## src/rtl/bcd_display_mux.sv

```systemverilog
// bcd_display_mux: scanned 7-segment driver with guard time, leading-zero blanking and per-frame snapshot
module bcd_display_mux #(
  parameter int N_DIGITS    = 4,
  parameter int SCAN_DIV    = 1000,
  parameter int GUARD_CYC   = 16,
  parameter int SEG_ACT_LOW = 1,
  parameter int AN_ACT_LOW  = 1
) (
  input  logic                  ck,
  input  logic                  rst_n,
  input  logic                  enb,
  input  logic [4*N_DIGITS-1:0] bcd,
  input  logic [N_DIGITS-1:0]   dp_in,
  input  logic                  blank_lz,
  output logic [6:0]            seg,
  output logic                  dp,
  output logic [N_DIGITS-1:0]   an,
  output logic                  frame_done
);
  typedef enum logic [1:0] {OFF, GUARD, SHOW} state_t;
  localparam int IW = $clog2(N_DIGITS);
  localparam int PW = $clog2(SCAN_DIV);
  localparam logic SL = SEG_ACT_LOW != 0;
  localparam logic AL = AN_ACT_LOW != 0;
  localparam logic [IW-1:0] LAST_IDX = IW'(N_DIGITS - 1);
  localparam logic [PW-1:0] LAST_PC = PW'(SCAN_DIV - 1);
  localparam logic [PW-1:0] LAST_GUARD = PW'(GUARD_CYC - 1);
  state_t st, st_n;
  logic [IW-1:0] idx, idx_n;
  logic [PW-1:0] pc, pc_n;
  logic [4*N_DIGITS-1:0] sb, sb_n;
  logic [N_DIGITS-1:0] sdp, sdp_n, blank, an_h;
  logic slz, slz_n, load, on, fd_n;
  logic [3:0] nib;
  logic [6:0] dec;
  always_comb begin
    st_n = st;
    idx_n = idx;
    pc_n = pc;
    if (!enb) begin
      st_n = OFF;
      idx_n = '0;
      pc_n = '0;
    end else if (st == OFF) begin
      st_n = GUARD;
      idx_n = '0;
      pc_n = '0;
    end else if (st == SHOW && pc == LAST_PC) begin
      st_n = GUARD;
      pc_n = '0;
      idx_n = (idx == LAST_IDX) ? '0 : idx + 1'b1;
    end else begin
      pc_n = pc + 1'b1;
      st_n = (st == GUARD && pc == LAST_GUARD) ? SHOW : st;
    end
  end
  // Latch inputs once per frame, as the scan (re)enters digit 0, so a frame never tears
  assign load  = st_n == GUARD && idx_n == '0 && st != GUARD;
  assign sb_n  = load ? bcd : sb;
  assign sdp_n = load ? dp_in : sdp;
  assign slz_n = load ? blank_lz : slz;
  assign nib   = sb_n[{idx_n, 2'b00} +: 4];
  always_comb begin
    case (nib)
      4'd0:    dec = 7'b1111110;
      4'd1:    dec = 7'b0110000;
      4'd2:    dec = 7'b1101101;
      4'd3:    dec = 7'b1111001;
      4'd4:    dec = 7'b0110011;
      4'd5:    dec = 7'b1011011;
      4'd6:    dec = 7'b1011111;
      4'd7:    dec = 7'b1110000;
      4'd8:    dec = 7'b1111111;
      4'd9:    dec = 7'b1111011;
      default: dec = 7'b0000001;
    endcase
  end
  always_comb begin
    logic acc;
    acc = 1'b1;
    blank = '0;
    for (int i = N_DIGITS - 1; i >= 1; i--) begin
      acc = acc & (sb_n[4*i +: 4] == 4'd0);
      blank[i] = slz_n & acc;
    end
  end
  assign on   = st_n != OFF;
  assign an_h = (st_n == SHOW && !blank[idx_n]) ? N_DIGITS'(1) << idx_n : '0;
  assign fd_n = st_n == SHOW && idx_n == LAST_IDX && pc_n == LAST_PC;
  always_ff @(posedge ck or negedge rst_n) begin
    if (!rst_n) begin
      st <= OFF;
      idx <= '0;
      pc <= '0;
      sb <= '0;
      sdp <= '0;
      slz <= 1'b0;
      seg <= {7{SL}};
      dp <= SL;
      an <= {N_DIGITS{AL}};
      frame_done <= 1'b0;
    end else begin
      st <= st_n;
      idx <= idx_n;
      pc <= pc_n;
      sb <= sb_n;
      sdp <= sdp_n;
      slz <= slz_n;
      seg <= {7{SL}} ^ (on ? dec : 7'd0);
      dp <= SL ^ (on & sdp_n[idx_n]);
      an <= {N_DIGITS{AL}} ^ an_h;
      frame_done <= fd_n;
    end
  end
endmodule

```

## config.mk

```make
export PLATFORM = sky130hd
export DESIGN_NAME = bcd_display_mux
export DESIGN_NICKNAME = d
export VERILOG_FILES = /design/src/rtl/bcd_display_mux.sv
export SDC_FILE = /design/constraint.sdc
export NUM_CORES = 1
export LEC_CHECK = 0
export BUFFER_PORTS_ARGS = -buffer_cell sky130_fd_sc_hd__buf_4
export CAP_MARGIN = 40
export CORE_MARGIN = 2
export CORE_UTILIZATION = 57
export CTS_BUF_LIST = sky130_fd_sc_hd__clkbuf_8 sky130_fd_sc_hd__clkbuf_16
export CTS_CLUSTER_DIAMETER = 200
export DETAILED_ROUTE_END_ITERATION = 10
export PLACE_DENSITY = 0.79
export SLEW_MARGIN = 25
export SYNTH_ARGS = -nofsm -noshare
export SYNTH_HDL_FRONTEND = slang
export SYNTH_SLANG_ARGS = --single-unit
```

## constraint.sdc

```tcl
create_clock -name ck -period 4.2 [get_ports ck]
set_input_delay 0.42 -clock ck [delete_from_list [all_inputs] [get_ports ck]]
set_output_delay 0.42 -clock ck [all_outputs]
set_load 0.02 [all_outputs]
```

==> flow_summary.json, run 1 <==
{
  "critPathRequiredTime_ns": 4.42,
  "synth_nets": 271,
  "start_util_pct": 59.8,
  "criticalPathCategory": "flop to flop",
  "p_clk_share_pct": 26.2,
  "p_leak_nw": 1.33,
  "grt_max_degree": 49,
  "rsz0062_at_grt": "false",
  "worst-path-max-fanout": 7,
  "cts_made_buffers": 5,
  "grt_pass1_wl_um": 9310,
  "reg2reg_depth": 13,
  "p_sw_share_pct": 27.6,
  "core_area_mm2": 0.00441,
  "cp.arrival_ns": 3.45,
  "rows": 24,
  "max_freq_ghz": 0.310,
  "syn_to_final_growth_pct": 13.5,
  "post-route-min-period_ns": 3.22,
  "dieWidth_um": 72.0,
  "vias": 1963,
  "ant_nets": 0,
  "die_area_mm2": 0.00519,
  "root_buffer": "clkbuf_8",
  "cts_tree": "yes",
  "dpl_worst_slack_ns": 1.00,
  "die_h_um": 72.0,
  "hold_violations": 0,
  "synth-async-reset-ratio_pct": 100,
  "wl_met2_um": 2480,
  "htree_levels": 2,
  "synth_edf_count": 0,
  "cpMaxStageDelayCell": "dfrtp_1",
  "ys.warnings.count": 0,
  "place_congestion": 0.927,
  "drc": 0,
  "wl_per_cell_um": 15.9,
  "p_seq_share_pct": 54.1,
  "final_common_cell": "buf_4",
  "antenna_found_initial": 0,
  "synthCells": 240,
  "yosys_register_bits": 48,
  "power.switching_mw": 0.276,
  "setup-tns-final_ns": 0,
  "final_cell_mix": "39 x buf_4, 36 x dfrtp_1, 22 x mux2_2, 21 x nor2_1, 13 x nand2_1",
  "top_layer_used": "met4",
  "report.final.slew_viol_count": 0,
  "hp-class": "input port to asynchronous set/reset pin",
  "max_stage_delay_ns": 0.40,
  "clkLatencyLatePin_ns": 0.29,
  "cap_viol_max_count": 0,
  "power_density_mw_per_mm2": 334,
  "start_kind": "flop",
  "cp_num_buf_inv": 2,
  "syn_avg_cell_area_um2": 11.0,
  "cts_setup_buffers": 0,
  "clkTransAtPathRegs_ns": 0.08,
  "cts_buffer_depth": 2,
  "fin_ws_ns": 0.976,
  "crit_path_end_kind": "flop",
  "max-slew-margin-rel_pct": 56.9,
  "tightest_slew_ns": 0.646,
  "clock-sinks": 48,
  "wirelength_um": 5230,
  "io_buffers": 36,
  "finalSetupViolCount": 0,
  "fin_nets": 306,
  "finalCritPeriodShare_pct": 76.8,
  "wl_met3_um": 306,
  "worstPathCellList": "ha_1 -> nand4bb_4 -> nor3_4 -> mux2i_1 -> inv_1 -> nor3_2 -> mux2_2 -> nand2b_1 -> a21oi_1 -> ha_1 -> inv_1 -> mux2i_1 -> a31oi_1",
  "firstDrtPassIters": 5,
  "p_int_mw": 0.723,
  "crit_cells": 13,
  "first_global_vias": 1941,
  "vias_per_cell": 5.98,
  "p_comb_share_pct": 19.7,
  "synth.distinct_cells": 52,
  "n_antenna_cell": 0,
  "grt.total_usage_pct": 23.1,
  "synth_ff_type": "dfrtp_1",
  "final_util_pct": 67.8,
  "cp_top_family": "simple AND/OR/NAND/NOR gates",
  "drt_iter0_drc": 107,
  "hpwlAfterDp_um": 3900,
  "cts.repair.resized": 0,
  "postCtsHoldBufs": 0,
  "status": "finished, final reports clean",
  "syn_area_mm2": 0.00264,
  "ios": 37,
  "gr-total-overflow": 0,
  "finClkSkew_ns": 0.00583,
  "wl_met1_um": 2340,
  "synth_seq_area_share_pct": 46.1,
  "vdd_drop_max_v": 0.000249,
  "drive_gt1_share_pct": 34.1
}
==> per-layer routing <==
layer / vias up / global-route usage [%]
met5: - / 0
met4: 0 / 7.13
met3: 8 / 4.72
met2: 64 / 36.8
met1: 942 / 32.0
li1: 949 / -
==> area by class of cell <==
cell class	count	area, um^2
clock buffers	5	68.8
clock inverters	3	13.8
fillers	363	1420
inverters	8	30.0
multi-input cells	173	1310
flip-flops and latches	48	1220
well taps	52	65.1
repair buffers	39	293
==> worst register-to-register path: stages, from the launching register on <==
cell,delay [ns]
dfrtp_1,0.40
ha_1,0.29
nand4bb_4,0.16
nor3_4,0.26
mux2i_1,0.26
inv_1,0.15
nor3_2,0.26
mux2_2,0.37
nand2b_1,0.15
a21oi_1,0.25
ha_1,0.28
inv_1,0.08
mux2i_1,0.07
a31oi_1,0.18
==> Yosys cell counts (all sizes together), types with 4 or more instances <==
master  number  share of area, %
a21oi        8               1.7
buf          8               2.8
dfrtp       36                34
dfstp       12                12
ha           7               3.3
inv          8               1.1
mux2        25                11
mux2i       10               3.8
nand2       13               1.8
nand2b       5               1.2
nand3        7               1.5
nand4        4              0.95
nor2        21               3.0
nor3         9               2.3
nor4         4              0.95
o211ai       4               1.1
o21ai       10               1.9
or4          4               1.1
xnor2        5               1.7
xor2         4               1.3
==> power by group through the flow <==
stage	combinational, mW	sequential [mW]	clock, mW
after global routing	0.220	0.546	0.288
after floorplan	0.116	0.556	0
after global placement	0.193	0.548	0
final	0.197	0.540	0.262
after CTS	0.198	0.541	0.269
after detailed placement	0.197	0.550	0
==> path summary, 6_finish.rpt <==
check	startpoint	end	slack (ns)
max	pc[0]	seg[3]	0.98
min	rst_n	pc[7]	0.11
max reg2reg	pc[0]	seg[3]	0.98
min reg2reg	sb[0]	sb[0]	0.50
max in group asynchronous	rst_n	sdp[1]	3.68
min in group ck	bcd[5]	sb[5]	0.35
==> cell families after synthesis <==
kind of cell / after synthesis / synth area share [%]
buffers and inverters: 19 / 4.36
adder cells (fa/ha/maj): 7 / 3.32
AO/OA/AOI/OAI: 42 / 11.2
flip-flops: 48 / 46.1
multiplexers: 35 / 14.9
AND/OR/NAND/NOR: 80 / 17.2
XOR/XNOR: 9 / 2.99
==> state kept, by name, indices dropped and copies added, names as in the netlist <==
name,cells
sb,16
seg,7
idx,2
slz,1
an,4
st,2
sdp,4
frame_done,1
dp,1
pc,10
==> stage by stage <==
step	total power, mW	instances	hold WS (ns)	area, um^2
2_1_floorplan	0.672	240	0.124	2640
3_3_place_gp	0.740	320	0.459	2910
3_5_place_dp	0.747	320	0.462	2910
4_1_cts	1.01	328	0.142	2990
5_1_grt	1.05	328	0.164	2990
6_report	1.00	328	0.108	2990
Power figures use the tool's default switching activity.
==> inputs of run 2 (changes only) <==
==> constraint.sdc (replaced) <==
create_clock -name ck -period 3.3 [get_ports ck]
set_input_delay 0.33 -clock ck [delete_from_list [all_inputs] [get_ports ck]]
set_output_delay 0.33 -clock ck [all_outputs]
set_load 0.02 [all_outputs]
==> run 2 against run 1 <==
- first-iteration DRC count decreased by 6.5%
- clock power increased by 27%
- die area stayed put
- utilization is 1.2 points higher
- critical endpoint unchanged
- highest routed layer unchanged
==> flow_summary.json, run 2 (synthesized netlist as in run 1, its figures left out) <==
{
  "cp.arrival_ns": 3.30,
  "gr-total-overflow": 0,
  "syn_to_final_growth_pct": 15.6,
  "finalSetupViolCount": 0,
  "worstPathCellList": "ha_2 -> nand4bb_4 -> nor3_4 -> mux2i_2 -> inv_1 -> nor3_2 -> mux2_2 -> nand2b_1 -> a21oi_2 -> ha_1 -> inv_1 -> mux2i_1 -> a31oi_1",
  "power_density_mw_per_mm2": 417,
  "worst-path-max-fanout": 4,
  "criticalPathCategory": "flop to flop",
  "cpMostUsedCell": "inv_1",
  "grt_max_degree": 49,
  "reg_top3": "sb x16, pc x10, seg x7",
  "antenna_found_initial": 0,
  "dieWidth_um": 72.0,
  "p_leak_nw": 1.36,
  "clkLatencyLatePin_ns": 0.30,
  "cap_viol_max_count": 0,
  "ios": 37,
  "report.final.slew_viol_count": 0,
  "clock-sinks": 48,
  "root_buffer": "clkbuf_8",
  "final_cell_mix": "45 x buf_4, 36 x dfrtp_1, 22 x mux2_2, 21 x nor2_1, 13 x nand2_1",
  "max_freq_ghz": 0.326,
  "finalCritPeriodShare_pct": 92.9,
  "grt.total_usage_pct": 22.1,
  "final_common_cell": "buf_4",
  "firstDrtPassIters": 4,
  "n_antenna_cell": 0,
  "first_global_vias": 1871,
  "grt_pass1_wl_um": 8870,
  "io_buffers": 36,
  "ant_nets": 0,
  "reg2reg_slack_ns": 0.23,
  "rsz0062_at_grt": "false",
  "wl_per_cell_um": 16.0,
  "crit_path_end_kind": "flop",
  "setup-tns-final_ns": 0,
  "start_kind": "flop",
  "largest_reg_flops": 16,
  "nFillCells": 345,
  "largest_register": "sb",
  "die_h_um": 72.0,
  "vias": 1962,
  "fin_nets": 312,
  "vdd_drop_max_v": 0.000267,
  "drc": 0,
  "tightest_slew_ns": 0.584,
  "dpl_worst_slack_ns": 0.131,
  "clkTransAtPathRegs_ns": 0.09,
  "finClkSkew_ns": 0.00661,
  "core_area_mm2": 0.00441,
  "post-route-min-period_ns": 3.07,
  "cpMaxStageDelayCell": "dfrtp_1",
  "critPathRequiredTime_ns": 3.53,
  "drt_iter0_drc": 100,
  "max_stage_delay_ns": 0.39,
  "max-slew-margin-rel_pct": 61.1,
  "hp-class": "input port to asynchronous set/reset pin",
  "cts_made_buffers": 5,
  "wirelength_um": 5330,
  "rows": 24,
  "cts_buffer_depth": 2,
  "cts_tree": "yes",
  "status": "finished, final reports clean",
  "place_congestion": 0.915,
  "hpwlAfterDp_um": 3930,
  "start_util_pct": 59.8,
  "hold_violations": 0,
  "drive_gt1_share_pct": 36.5,
  "vias_per_cell": 5.87,
  "fin_ws_ns": 0.234,
  "die_area_mm2": 0.00519,
  "htree_levels": 2,
  "postCtsHoldBufs": 0
}
==> run 2: cell types whose count changed in the layout (fill, tap and decap cells not counted), sizes merged <==
cell,change
buf,+6
==> run 2: critical path, delay by kind of cell, from the launching register on <==
family | cells | cell delay, ns
compound gates | 2 | 0.36
fa+ha+maj | 2 | 0.51
buf+inv | 2 | 0.18
flops | 1 | 0.39
mux | 3 | 0.72
simple gates | 4 | 0.84
==> run 2: worst paths after layout <==
| check | startpoint | endpoint | cells after the start |
|---|---|---|---|
| setup / recovery | pc[0] | seg[3] | 13 |
| hold / removal | rst_n | pc[7] | 1 |
| setup reg to reg | pc[0] | seg[3] | 13 |
| hold reg to reg | pc[0] | pc[0] | 1 |
| max in group asynchronous | rst_n | sb[12] | 1 |
| min in group ck | bcd[11] | sb[11] | 2 |
==> run 2: area by class of cell <==
cell class	instances	area, um^2	share of cell area, %
clock buffer	5	68.8	2.26
inverter	8	30.0	0.985
tap	52	65.1	2.13
multi-input combinational	173	1320	43.2
sequential	48	1220	39.9
clock inverter	3	13.8	0.451
timing repair buffer	45	338	11.1
==> run 2: what timing repair did <==
action | in CTS | in global routing
resized for setup | 0 | 3
setup endpoints to repair | 0 | 3
buffers inserted | 0 | 2
==> run 2: where the power goes <==
group / switching (mW) / total, mW / internal (mW)
registers: 0.0331 / 0.686 / 0.652
clock network: 0.188 / 0.332 / 0.144
logic: 0.128 / 0.255 / 0.127
total: 0.349 / 1.27 / 0.923
==> run 2: per-stage QoR <==
step                      area (um^2)  instances  hold slack, ns  utilization [%]  power [mW]
after floorplan                  2640        240          0.0344                -       0.855
after global placement           2940        324           0.368             66.6       0.943
after detailed placement         2940        324           0.372             66.6       0.952
after CTS                        3020        332          0.0455             68.5        1.28
after global routing             3050        334          0.0824             69.1        1.34
final                            3050        334          0.0235             69.1        1.27
==> run 2: metal layers <==
layer | share of wire (%) | track usage (%)
met3 | 4.2 | 3.61
met4 | 1.1 | 8.18
met2 | 49 | 35.1
met1 | 46 | 30.7
met5 | 0 | 0
